==> src/rtl/sdram_arb_pkg.sv <==
// Shared types and widths for the two-port SDRAM arbiter and the blocks that feed it.
package sdram_arb_pkg;

  localparam int ADDR_W = 22;
  localparam int DATA_W = 16;

  typedef enum logic [1:0] {
    IDLE,
    WAIT_RDY,
    RELEASE
  } state_e;

  typedef enum logic {
    PORT0 = 1'b0,
    PORT1 = 1'b1
  } port_e;

  // A lone requester always wins; on a tie the port that was not served last wins.
  function automatic port_e rr_pick(input logic req0, input logic req1, input port_e last);
    if (req0 && req1) return (last == PORT0) ? PORT1 : PORT0;
    return req1 ? PORT1 : PORT0;
  endfunction

endpackage

==> src/rtl/sdram_arb_if.sv <==
// Requester ports and sdram_ctl handshake of the arbiter. The slave modport is the
// arbiter's view; the master modport is the requesters plus the controller.
interface sdram_arb_if;
  import sdram_arb_pkg::*;

  logic              p0_req, p1_req;
  logic              p0_rw, p1_rw;
  logic              p0_u_n, p0_l_n, p1_u_n, p1_l_n;
  logic [ADDR_W-1:0] p0_addr, p1_addr;
  logic [DATA_W-1:0] p0_wdata, p1_wdata;
  logic              p0_ack, p1_ack;
  logic              p0_err, p1_err;
  logic [DATA_W-1:0] rdata;

  logic              ctl_ena, ctl_rw, ctl_u_n, ctl_l_n;
  logic [ADDR_W-1:0] ctl_addr;
  logic [DATA_W-1:0] ctl_wdata;
  logic              ctl_ready;
  logic [DATA_W-1:0] ctl_rdata;

  modport slave (
    input  p0_req, p1_req, p0_rw, p1_rw, p0_u_n, p0_l_n, p1_u_n, p1_l_n,
    input  p0_addr, p1_addr, p0_wdata, p1_wdata,
    output p0_ack, p1_ack, p0_err, p1_err, rdata,
    output ctl_ena, ctl_rw, ctl_u_n, ctl_l_n, ctl_addr, ctl_wdata,
    input  ctl_ready, ctl_rdata
  );

  modport master (
    output p0_req, p1_req, p0_rw, p1_rw, p0_u_n, p0_l_n, p1_u_n, p1_l_n,
    output p0_addr, p1_addr, p0_wdata, p1_wdata,
    input  p0_ack, p1_ack, p0_err, p1_err, rdata,
    input  ctl_ena, ctl_rw, ctl_u_n, ctl_l_n, ctl_addr, ctl_wdata,
    output ctl_ready, ctl_rdata
  );

endinterface

==> src/rtl/sdram_arb.sv <==
// Round-robin arbiter between two requesters in front of sdram_ctl; sequences the
// ena/ready handshake one access at a time and aborts with err if ready never comes.
module sdram_arb
  import sdram_arb_pkg::*;
#(
  parameter int unsigned WAIT_MAX = 255
) (
  input logic        clk,
  input logic        reset_n,
  sdram_arb_if.slave bus
);

  localparam logic [7:0] WAIT_LIM = 8'(WAIT_MAX);

  state_e            state;
  port_e             last;
  port_e             pick;
  logic [7:0]        wait_cnt;

  logic              sel_rw, sel_u_n, sel_l_n;
  logic [ADDR_W-1:0] sel_addr;
  logic [DATA_W-1:0] sel_wdata;

  // NOTE: every branch assigns every output of this block, so no latch is inferred.
  always_comb begin
    pick = rr_pick(bus.p0_req, bus.p1_req, last);
    if (pick == PORT1) begin
      sel_rw    = bus.p1_rw;
      sel_u_n   = bus.p1_u_n;
      sel_l_n   = bus.p1_l_n;
      sel_addr  = bus.p1_addr;
      sel_wdata = bus.p1_wdata;
    end else begin
      sel_rw    = bus.p0_rw;
      sel_u_n   = bus.p0_u_n;
      sel_l_n   = bus.p0_l_n;
      sel_addr  = bus.p0_addr;
      sel_wdata = bus.p0_wdata;
    end
  end

  // NOTE: state is updated with non-blocking assignments so every register sees
  // pre-edge values; reset is synchronous, tested before anything else in the block.
  always_ff @(posedge clk) begin
    if (!reset_n) begin
      state         <= IDLE;
      last          <= PORT1;
      wait_cnt      <= '0;
      bus.ctl_ena   <= 1'b0;
      bus.ctl_rw    <= 1'b1;
      bus.ctl_u_n   <= 1'b1;
      bus.ctl_l_n   <= 1'b1;
      bus.ctl_addr  <= '0;
      bus.ctl_wdata <= '0;
      bus.rdata     <= '0;
      bus.p0_ack    <= 1'b0;
      bus.p1_ack    <= 1'b0;
      bus.p0_err    <= 1'b0;
      bus.p1_err    <= 1'b0;
    end else begin
      bus.p0_ack <= 1'b0;
      bus.p1_ack <= 1'b0;
      bus.p0_err <= 1'b0;
      bus.p1_err <= 1'b0;

      case (state)
        IDLE: begin
          if (bus.p0_req || bus.p1_req) begin
            bus.ctl_rw    <= sel_rw;
            bus.ctl_u_n   <= sel_u_n;
            bus.ctl_l_n   <= sel_l_n;
            bus.ctl_addr  <= sel_addr;
            bus.ctl_wdata <= sel_wdata;
            bus.ctl_ena   <= 1'b1;
            last          <= pick;
            wait_cnt      <= '0;
            state         <= WAIT_RDY;
          end
        end

        WAIT_RDY: begin
          if (bus.ctl_ready) begin
            if (bus.ctl_rw) bus.rdata <= bus.ctl_rdata;
            bus.p0_ack  <= (last == PORT0);
            bus.p1_ack  <= (last == PORT1);
            bus.ctl_ena <= 1'b0;
            state       <= RELEASE;
          end else if (wait_cnt >= WAIT_LIM) begin
            bus.p0_ack  <= (last == PORT0);
            bus.p1_ack  <= (last == PORT1);
            bus.p0_err  <= (last == PORT0);
            bus.p1_err  <= (last == PORT1);
            bus.ctl_ena <= 1'b0;
            state       <= RELEASE;
          end else if (wait_cnt != 8'hFF) begin
            wait_cnt <= wait_cnt + 8'd1;
          end
        end

        // Requests are ignored until the controller drops ready, so a requester
        // still holding req in the ack cycle is not served twice.
        RELEASE: begin
          if (!bus.ctl_ready) state <= IDLE;
        end

        default: state <= IDLE;
      endcase
    end
  end

endmodule
==> src/flat_wrapper.sv <==
// flat-port wrapper written by rule: the top's interface ports become plain ports
module sdram_arb_flat import sdram_arb_pkg::*;
#(
  parameter int unsigned WAIT_MAX = 255
)
  (clk, reset_n, bus_p0_req, bus_p1_req, bus_p0_rw, bus_p1_rw, bus_p0_u_n, bus_p0_l_n, bus_p1_u_n, bus_p1_l_n, bus_p0_addr, bus_p1_addr, bus_p0_wdata, bus_p1_wdata, bus_p0_ack, bus_p1_ack, bus_p0_err, bus_p1_err, bus_rdata, bus_ctl_ena, bus_ctl_rw, bus_ctl_u_n, bus_ctl_l_n, bus_ctl_addr, bus_ctl_wdata, bus_ctl_ready, bus_ctl_rdata);
  sdram_arb_if bus_i ();
  input logic clk;
  input logic reset_n;
  input wire logic [$bits(bus_i.p0_req)-1:0] bus_p0_req;
  input wire logic [$bits(bus_i.p1_req)-1:0] bus_p1_req;
  input wire logic [$bits(bus_i.p0_rw)-1:0] bus_p0_rw;
  input wire logic [$bits(bus_i.p1_rw)-1:0] bus_p1_rw;
  input wire logic [$bits(bus_i.p0_u_n)-1:0] bus_p0_u_n;
  input wire logic [$bits(bus_i.p0_l_n)-1:0] bus_p0_l_n;
  input wire logic [$bits(bus_i.p1_u_n)-1:0] bus_p1_u_n;
  input wire logic [$bits(bus_i.p1_l_n)-1:0] bus_p1_l_n;
  input wire logic [$bits(bus_i.p0_addr)-1:0] bus_p0_addr;
  input wire logic [$bits(bus_i.p1_addr)-1:0] bus_p1_addr;
  input wire logic [$bits(bus_i.p0_wdata)-1:0] bus_p0_wdata;
  input wire logic [$bits(bus_i.p1_wdata)-1:0] bus_p1_wdata;
  output wire logic [$bits(bus_i.p0_ack)-1:0] bus_p0_ack;
  output wire logic [$bits(bus_i.p1_ack)-1:0] bus_p1_ack;
  output wire logic [$bits(bus_i.p0_err)-1:0] bus_p0_err;
  output wire logic [$bits(bus_i.p1_err)-1:0] bus_p1_err;
  output wire logic [$bits(bus_i.rdata)-1:0] bus_rdata;
  output wire logic [$bits(bus_i.ctl_ena)-1:0] bus_ctl_ena;
  output wire logic [$bits(bus_i.ctl_rw)-1:0] bus_ctl_rw;
  output wire logic [$bits(bus_i.ctl_u_n)-1:0] bus_ctl_u_n;
  output wire logic [$bits(bus_i.ctl_l_n)-1:0] bus_ctl_l_n;
  output wire logic [$bits(bus_i.ctl_addr)-1:0] bus_ctl_addr;
  output wire logic [$bits(bus_i.ctl_wdata)-1:0] bus_ctl_wdata;
  input wire logic [$bits(bus_i.ctl_ready)-1:0] bus_ctl_ready;
  input wire logic [$bits(bus_i.ctl_rdata)-1:0] bus_ctl_rdata;
  assign bus_i.p0_req = bus_p0_req;
  assign bus_i.p1_req = bus_p1_req;
  assign bus_i.p0_rw = bus_p0_rw;
  assign bus_i.p1_rw = bus_p1_rw;
  assign bus_i.p0_u_n = bus_p0_u_n;
  assign bus_i.p0_l_n = bus_p0_l_n;
  assign bus_i.p1_u_n = bus_p1_u_n;
  assign bus_i.p1_l_n = bus_p1_l_n;
  assign bus_i.p0_addr = bus_p0_addr;
  assign bus_i.p1_addr = bus_p1_addr;
  assign bus_i.p0_wdata = bus_p0_wdata;
  assign bus_i.p1_wdata = bus_p1_wdata;
  assign bus_p0_ack = bus_i.p0_ack;
  assign bus_p1_ack = bus_i.p1_ack;
  assign bus_p0_err = bus_i.p0_err;
  assign bus_p1_err = bus_i.p1_err;
  assign bus_rdata = bus_i.rdata;
  assign bus_ctl_ena = bus_i.ctl_ena;
  assign bus_ctl_rw = bus_i.ctl_rw;
  assign bus_ctl_u_n = bus_i.ctl_u_n;
  assign bus_ctl_l_n = bus_i.ctl_l_n;
  assign bus_ctl_addr = bus_i.ctl_addr;
  assign bus_ctl_wdata = bus_i.ctl_wdata;
  assign bus_i.ctl_ready = bus_ctl_ready;
  assign bus_i.ctl_rdata = bus_ctl_rdata;
  sdram_arb #(.WAIT_MAX(WAIT_MAX)) u_core (.clk(clk), .reset_n(reset_n), .bus(bus_i));
endmodule
==> config.mk <==
export PLATFORM = sky130hd
export DESIGN_NAME = sdram_arb_flat
export DESIGN_NICKNAME = d
export VERILOG_FILES = /design/src/rtl/sdram_arb_pkg.sv /design/src/rtl/sdram_arb_if.sv /design/src/rtl/sdram_arb.sv /design/src/flat_wrapper.sv
export SDC_FILE = /design/constraint.sdc
export NUM_CORES = 1
export LEC_CHECK = 0
export ABC_AREA = 1
export CAP_MARGIN = 20
export CORE_MARGIN = 1
export CORE_UTILIZATION = 30
export CTS_CLUSTER_SIZE = 28
export DETAILED_ROUTE_END_ITERATION = 7
export SYNTH_ARGS = -nofsm -noshare
export SYNTH_HDL_FRONTEND = slang
export SYNTH_SLANG_ARGS = --single-unit
==> constraint.sdc <==
create_clock -name clk -period 2.1 [get_ports clk]
set_input_delay 0.42 -clock clk [delete_from_list [all_inputs] [get_ports clk]]
set_output_delay 0.42 -clock clk [all_outputs]
set_load 0.05 [all_outputs]
==> impl_results.md, run 1 <==
- Crit path time final: approximately 2.0 ns
- CP Class: flip-flop to output pin
- Area of the mapped netlist: 0.00307 sq mm
- Status: finished, final reports clean
- Die Y: 103 um
- DR vias/cell: ~4.6
- Worst setup SP type: flip-flop
- Clock latency on the worst-skew pair: 0.34 ns
- Area growth from synthesis to layout: 60.8%
- Routability cong.: about 0.8
- Max-Cap Viols: 0
- FF+latch count, synth: 73
- Hold violation count in the final report: 0
- Worst path bufs/invs: 1
- Overflow after GRT: 0
- Fmax: 505 MHz
- R2R depth: 10
- CP max FO: 3
- Worst path cell trace: clkdlybuf4s50_1
- Critical Path Stages: 1
- Clock skew: 0.0101 ns
- Initial antenna violation count: 0
- Reg-to-reg setup timing slack: 0.63 ns
- Ys Warns: 0
- CTS Root Cell: clkbuf_8
- CP max-delay cell: clkdlybuf4s50_1
- Max IR drop VDD: 0.286 mV
- Row count: 36
- HP Class: input pin to flip-flop
- Clock Pin Slew Worst Setup and Hold Paths: 0.08 ns
- Crit Reg-Reg Startpoint: u_core.wait_cnt[0]
- Share of post-route cells with drive strength above 1: 6.57%
- Crit path capture type: output pin
- Most common cell after layout, fill and taps aside: clkdlybuf4s50_1
- Commonest non-fill, non-tap cells in the layout: 163 x clkdlybuf4s50_1, 101 x nand2_1, 73 x dfxtp_1
- Port Buffer Count: between 150 and 200
- Starting density of the core: between 30% and 40%
- Total chip power: 4.16 mW
- DRT Pass-1 Iters: 4
- Total negative slack: 0 ns
- Syn nets: 506
- Sequential share of the synthesized area: 47.5%
- DRT iter0 DRCs: 42
- Die ar.: 0.0107 sq mm
- Synth top area share: 47.5%
- Post-DP HPWL: 6320 um
- First-pass GRT wire length: 13600 um
- Final worst-path cycle share: 94.3%
- Mean Syn Cell Area: 7.65 sq um
- I/O pins: 165
- Worst relative slew slack: a little over half
- Routed wire per std cell: around 13 um
- Syn Inst Count: between 400 and 500
- Post-cts repair resize count: 0
- CTS max path bufs: 2
- Lkg Pwr: between 1.5 and 2 nW
- Fillers: 951
- Cell taking the most area after synthesis: dfxtp_1
- Main area contributors after synthesis: dfxtp_1 48%, nand2_1 12%, a31oi_1 7.7%
- Critical Path End: bus_ctl_rw
- FF-to-FF End: u_core.wait_cnt[5]
- Antenna Nets Post-Route: 0
- Routed WL: 8890 um
- Setup violations, final: 0
- Worst-Margin Slew: around 0.7 ns
- Post-CTS Hold Buffers: 0
- Clock net sink count: 73
- CTS tree: yes
- Crit. Startpoint: u_core.bus.ctl_rw
- Die width: 103 um
- Vias in the first global route: 2996
- Num CTS Buffers: 9
- Ant diodes: 0
- PwrDens: 841 mW/mm^2
- Routed vias: 3179
- Post-CTS setup repair buffer count: 0
- Nets: 663
- Drt drc: 0
- Core area: roughly 0.01 sq mm
- RSZ-0062 raised after global routing: false
- Largest net degree at the start of global routing: 81
- H-tree Lvls: 3
- Req. time, crit path: 1.68 ns
- Worst path arrival time: 1.56 ns
- Final Max Slew Viols: 0
- Top delay family on crit path: buffers and inverters
- GR Util All Layers: 16.5%
- Post-synthesis cell type count: 30
- Largest stage delay on the critical path: 0.83 ns
==> sequential cells by signal, indices dropped and copies added, names as in the netlist <==
signal	cells
u_core.bus.rdata	16
u_core.last	1
u_core.bus.p1_err	1
u_core.bus.ctl_addr	22
u_core.bus.p0_ack	1
u_core.bus.ctl_wdata	16
u_core.bus.p0_err	1
u_core.bus.ctl_ena	1
u_core.bus.ctl_rw	1
u_core.state	2
u_core.bus.p1_ack	1
u_core.bus.ctl_l_n	1
u_core.wait_cnt	8
u_core.bus.ctl_u_n	1
==> cell families (layout without fill, tap and decap cells) <==
logic type / count (synthesis) / in the layout / share of synthesized area (%)
buf+inv: 45 / 206 / 8.38
simple gates: 165 / 165 / 21.9
fa+ha+maj: 1 / 1 / 0.407
flops: 73 / 73 / 47.5
compound gates: 118 / 118 / 21.7
==> cell type report <==
class / count / area, sq um / area share (%)
Timing Repair Buffer: 170 / 1680 / 34.0
Sequential cell: 73 / 1460 / 29.6
Multi-Input combinational cell: 284 / 1360 / 27.4
Tap cell: 133 / 166 / 3.37
Clock buffer: 10 / 138 / 2.78
Inverter: 21 / 83.8 / 1.70
Clock inverter: 5 / 56.3 / 1.14
==> stage by stage <==
stage	cells	hold slack (ns)	util [%]	setup slack [ns]	cell area (sq um)
2_1_floorplan	402	0.437	-	0.615	3070
3_3_place_gp	681	0.456	48.1	0.0683	4750
3_5_place_dp	681	0.455	48.1	0.0103	4750
4_1_cts	696	0.445	50.1	0.0897	4940
5_1_grt	696	0.455	50.1	0.0412	4940
6_report	696	0.461	50.1	0.120	4940
==> tightest hold or removal path: cells and delay by family <==
kind	cells	cell delay (ns)
buffers and inverters	1	0.20
AND/OR/NAND/NOR	2	0.14
==> Yosys cell counts <==
cell / count
nand2_1: 101
dfxtp_1: 73
nor2_1: 50
o21ai_1: 42
a31oi_1: 38
o21ai_0: 22
inv_1: 17
a21oi_1: 12
buf_2: 10
buf_6: 5
clkbuf_1: 4
nand3_1: 4
clkbuf_8: 3
inv_2: 3
nand2_2: 2
nor2_4: 2
a21oi_4: 1
buf_1: 1
buf_4: 1
ha_1: 1
inv_6: 1
nand2_4: 1
nand3_4: 1
nand4_1: 1
nor2_2: 1
nor3_1: 1
o21ai_2: 1
o21ai_4: 1
o41ai_1: 1
or2_2: 1
==> layer usage <==
layer,up-vias,GRT usage (%),wire length [um]
li1,1656,-,-
met1,1405,19.1,3880
met5,-,0,0
met2,108,28.4,4150
met4,0,6.07,108
met3,10,5.65,756
==> report_power, final <==
part	internal [mW]	leakage [nW]	switching [mW]	total, mW
Combinational	0.542	1.28	0.886	1.43
Sequential	1.54	0.602	0.0911	1.63
Clock	0.573	0.0981	0.526	1.10
==> how the worst min path moves through the flow <==
| stage | start | to | slack [ns] | cells after the start |
|---|---|---|---|---|
| 4_1_cts | reset_n | u_core.wait_cnt[6] | 0.44 | 3 |
| 6_report | reset_n | u_core.wait_cnt[6] | 0.46 | 3 |
| 5_1_grt | reset_n | u_core.wait_cnt[6] | 0.46 | 3 |
| 3_3_place_gp | u_core.wait_cnt[6] | u_core.wait_cnt[6] | 0.46 | 2 |
| 2_1_floorplan | u_core.wait_cnt[6] | u_core.wait_cnt[6] | 0.44 | 2 |
| 3_5_place_dp | u_core.bus.ctl_ena | u_core.bus.ctl_ena | 0.46 | 2 |
Note: power is estimated with default switching activity, not from simulation.
==> run 2, diff against run 1 <==
--- a/config.mk
+++ b/config.mk
@@ -7,10 +7,13 @@
 export LEC_CHECK = 0
 export ABC_AREA = 1
 export CAP_MARGIN = 20
+export CORE_ASPECT_RATIO = 0.7
 export CORE_MARGIN = 1
-export CORE_UTILIZATION = 30
+export CORE_UTILIZATION = 42
 export CTS_CLUSTER_SIZE = 28
 export DETAILED_ROUTE_END_ITERATION = 7
+export PLACE_DENSITY = 0.85
+export SKIP_LAST_GASP = 1
 export SYNTH_ARGS = -nofsm -noshare
 export SYNTH_HDL_FRONTEND = slang
 export SYNTH_SLANG_ARGS = --single-unit
==> run 2 against run 1 <==
  * Register-to-register slack worse by 0.05 ns
  * First-iteration DRC count increased to 3.9 times the previous value
  * Critical endpoint unchanged
  * Maximum frequency down 0.74%
  * Clock power is 8% higher
  * Sequential cell count stayed put
  * Core utilization grew 22 points
  * Die area is 28% lower
  * Final cell count shrank 5.2%
==> impl_results.md, run 2 (synthesis gave the netlist of run 1 again) <==
- Status: finished, final reports clean
- Worst setup SP type: flip-flop
- Clock Pin Slew Worst Setup and Hold Paths: 0.08 ns (about the same)
- DRT Pass-1 Iters: 5 (+1)
- Nets: 665 (+0.30%)
- Num CTS Buffers: 9 (unchanged)
- Crit path capture type: output pin
- Largest stage delay on the critical path: 0.84 ns (about the same)
- Worst path bufs/invs: 1 (unchanged)
- HP Class: input pin to flip-flop
- Core area: 0.00691 sq mm (-30%)
- GR Util All Layers: 24.6% (+8.1 points)
- PwrDens: 867 mW/mm^2 (+3.1%)
- Final Max Slew Viols: 0 (unchanged)
- Routed vias: 3405 (+7.1%)
- RSZ-0062 raised after global routing: false
- Post-Layout Cell Count: 660 (-5.2%)
- Hold path endpoint: u_core.bus.rdata[15]
- Share of post-route cells with drive strength above 1: 7.07% (+0.50 points)
- Worst relative slew slack: 54.4% (+1.3 points)
- Total chip power: 4.30 mW (+3.4%)
- DP Area: 0.00474 sq mm (-0.18%)
- Min-delay src: reset_n
- Placed insts: 644 (-5.4%)
- Max reg flops: 22 (unchanged)
- Clock latency on the worst-skew pair: 0.34 ns (about the same)
- R2R depth: 10 (unchanged)
- Largest net degree at the start of global routing: 42 (-48%)
- CTS tree: yes
- Row count: 25 (-31%)
- Die width: 104 um (+0.99%)
- Hold violation count in the final report: 0 (unchanged)
- Worst hold stages: 3 (unchanged)
- Overflow after GRT: 0 (unchanged)
- Top delay family on crit path: buffers and inverters
- Routability cong.: 0.856 (+6.6%)
- CP Class: flip-flop to output pin
- Worst path arrival time: 1.57 ns (about the same)
- Worst-Margin Slew: 0.683 ns (-0.0201 ns)
- Cell area after layout: 0.00496 sq mm (+0.33%)
- Largest Register: u_core.bus.ctl_addr
- Max IR drop VDD: 0.454 mV (+59%)
- Initial antenna violation count: 0 (unchanged)
- CTS Root Cell: clkbuf_8
- Vias in the first global route: 3270 (+9.1%)
- Req. time, crit path: 1.68 ns (about the same)
- First-pass GRT wire length: 14800 um (+8.5%)
- Fmax: 501 MHz (-0.74%)
- Post-CTS Hold Buffers: 0 (unchanged)
- DRT iter0 DRCs: 162 (+290%)
- Final worst-path cycle share: 95.0% (+0.70 points)
- CP max-delay cell: clkdlybuf4s50_1
- Crit path time final: 1.99 ns (+0.0147 ns)
- CP max FO: 3 (unchanged)
- Lkg Pwr: 2.01 nW (+1.5%)
- Starting density of the core: 44.5% (+13 points)
- DR vias/cell: 5.16 (+13%)
- Die ar.: 0.00767 sq mm (-28%)
- FF-to-FF End: u_core.wait_cnt[5]
- Commonest non-fill, non-tap cells in the layout: 163 x clkdlybuf4s50_1, 101 x nand2_1, 73 x dfxtp_1
- Max-Cap Viols: 0 (unchanged)
- Setup violations, final: 0 (unchanged)
- H-tree Lvls: 3 (unchanged)
- Post-CTS setup repair buffer count: 0 (unchanged)
- Post-cts repair resize count: 0 (unchanged)
- Reg-to-reg setup timing slack: 0.58 ns (-0.05 ns)
- Clock skew: 0.00796 ns (-0.00210 ns)
- Most common cell after layout, fill and taps aside: clkdlybuf4s50_1
- Area growth from synthesis to layout: 61.3%
- I/O pins: 165 (unchanged)
- Crit Reg-Reg Startpoint: u_core.wait_cnt[0]
- Clock net sink count: 73 (unchanged)
- CTS max path bufs: 2 (unchanged)
- Worst path cell trace: clkdlybuf4s50_1
- Routed wire per std cell: 13.8 um (+8.3%)
- Antenna Nets Post-Route: 0 (unchanged)
- Drt drc: 0 (unchanged)
- Regs by FF count: u_core.bus.ctl_addr: 22 flops, u_core.bus.ctl_wdata: 16 flops, u_core.bus.rdata: 16 flops
- Die Y: 73.6 um (-29%)
- Routed WL: 9130 um (+2.7%)
- Port Buffer Count: 164 (unchanged)
- Ant diodes: 0 (unchanged)
- Post-DP HPWL: 6760 um (+7.0%)
## run 2: changes by cell type in the layout (fill, tap and decap cells not counted), sizes merged
| cell | before | now |
|---|---|---|
| buf | 7 | 9 |
| clkinv | 3 | 4 |
| bufinv | 1 | 2 |
| clkbuf | 10 | 9 |
## run 2: per-stage QoR
step	setup TNS [ns]	hold WS [ns]	utilization, %	setup WS, ns
6_report	0	0.485	71.7	0.105
5_1_grt	0	0.500	71.7	0.0554
4_1_cts	0	0.470	71.7	0.0848
3_5_place_dp	-0.00370	0.472	68.6	-0.00370
3_3_place_gp	0	0.452	68.6	0.121
2_1_floorplan	0	0.437	-	0.615
## run 2: report_power, final
group / switching, mW / leakage [nW] / internal, mW
Sequential: 0.0923 / 0.602 / 1.54
Combinational: 0.908 / 1.30 / 0.565
Clock: 0.527 / 0.109 / 0.668
## run 2: area by class of cell
| class | count | area (sq um) |
|---|---|---|
| repair buffers | 172 | 1720 |
| multi-input cells | 284 | 1360 |
| clock inverters | 7 | 95.1 |
| fillers | 533 | 1950 |
| clock buffers | 9 | 124 |
| well taps | 94 | 118 |
| inverters | 21 | 83.8 |
| flip-flops and latches | 73 | 1460 |
## run 2: metal layers
layer  vias to the layer above  global-route usage [%]  wire length [um]  part of all wire [%]
li1                       1663                       -                 -                     -
met1                      1579                    27.1              3790                    42
met2                       144                    43.6              4320                    47
met3                        19                    9.32               828                   9.1
met4                         0                    10.3               185                   2.0
met5                         -                       0                 0                     0
## run 2: how the worst max path moves through the flow
stage,start,to,slack [ns],cells after the start
finish,u_core.bus.ctl_rw,bus_ctl_rw,0.11,1
global route,u_core.bus.ctl_rw,bus_ctl_rw,0.06,1
CTS,u_core.bus.ctl_rw,bus_ctl_rw,0.08,1
detailed placement,bus_p0_req,u_core.bus.ctl_wdata[14],-0.004,5
global placement,bus_p0_req,u_core.bus.ctl_wdata[8],0.12,5
floorplan,u_core.bus.ctl_rw,u_core.bus.rdata[10],0.62,6
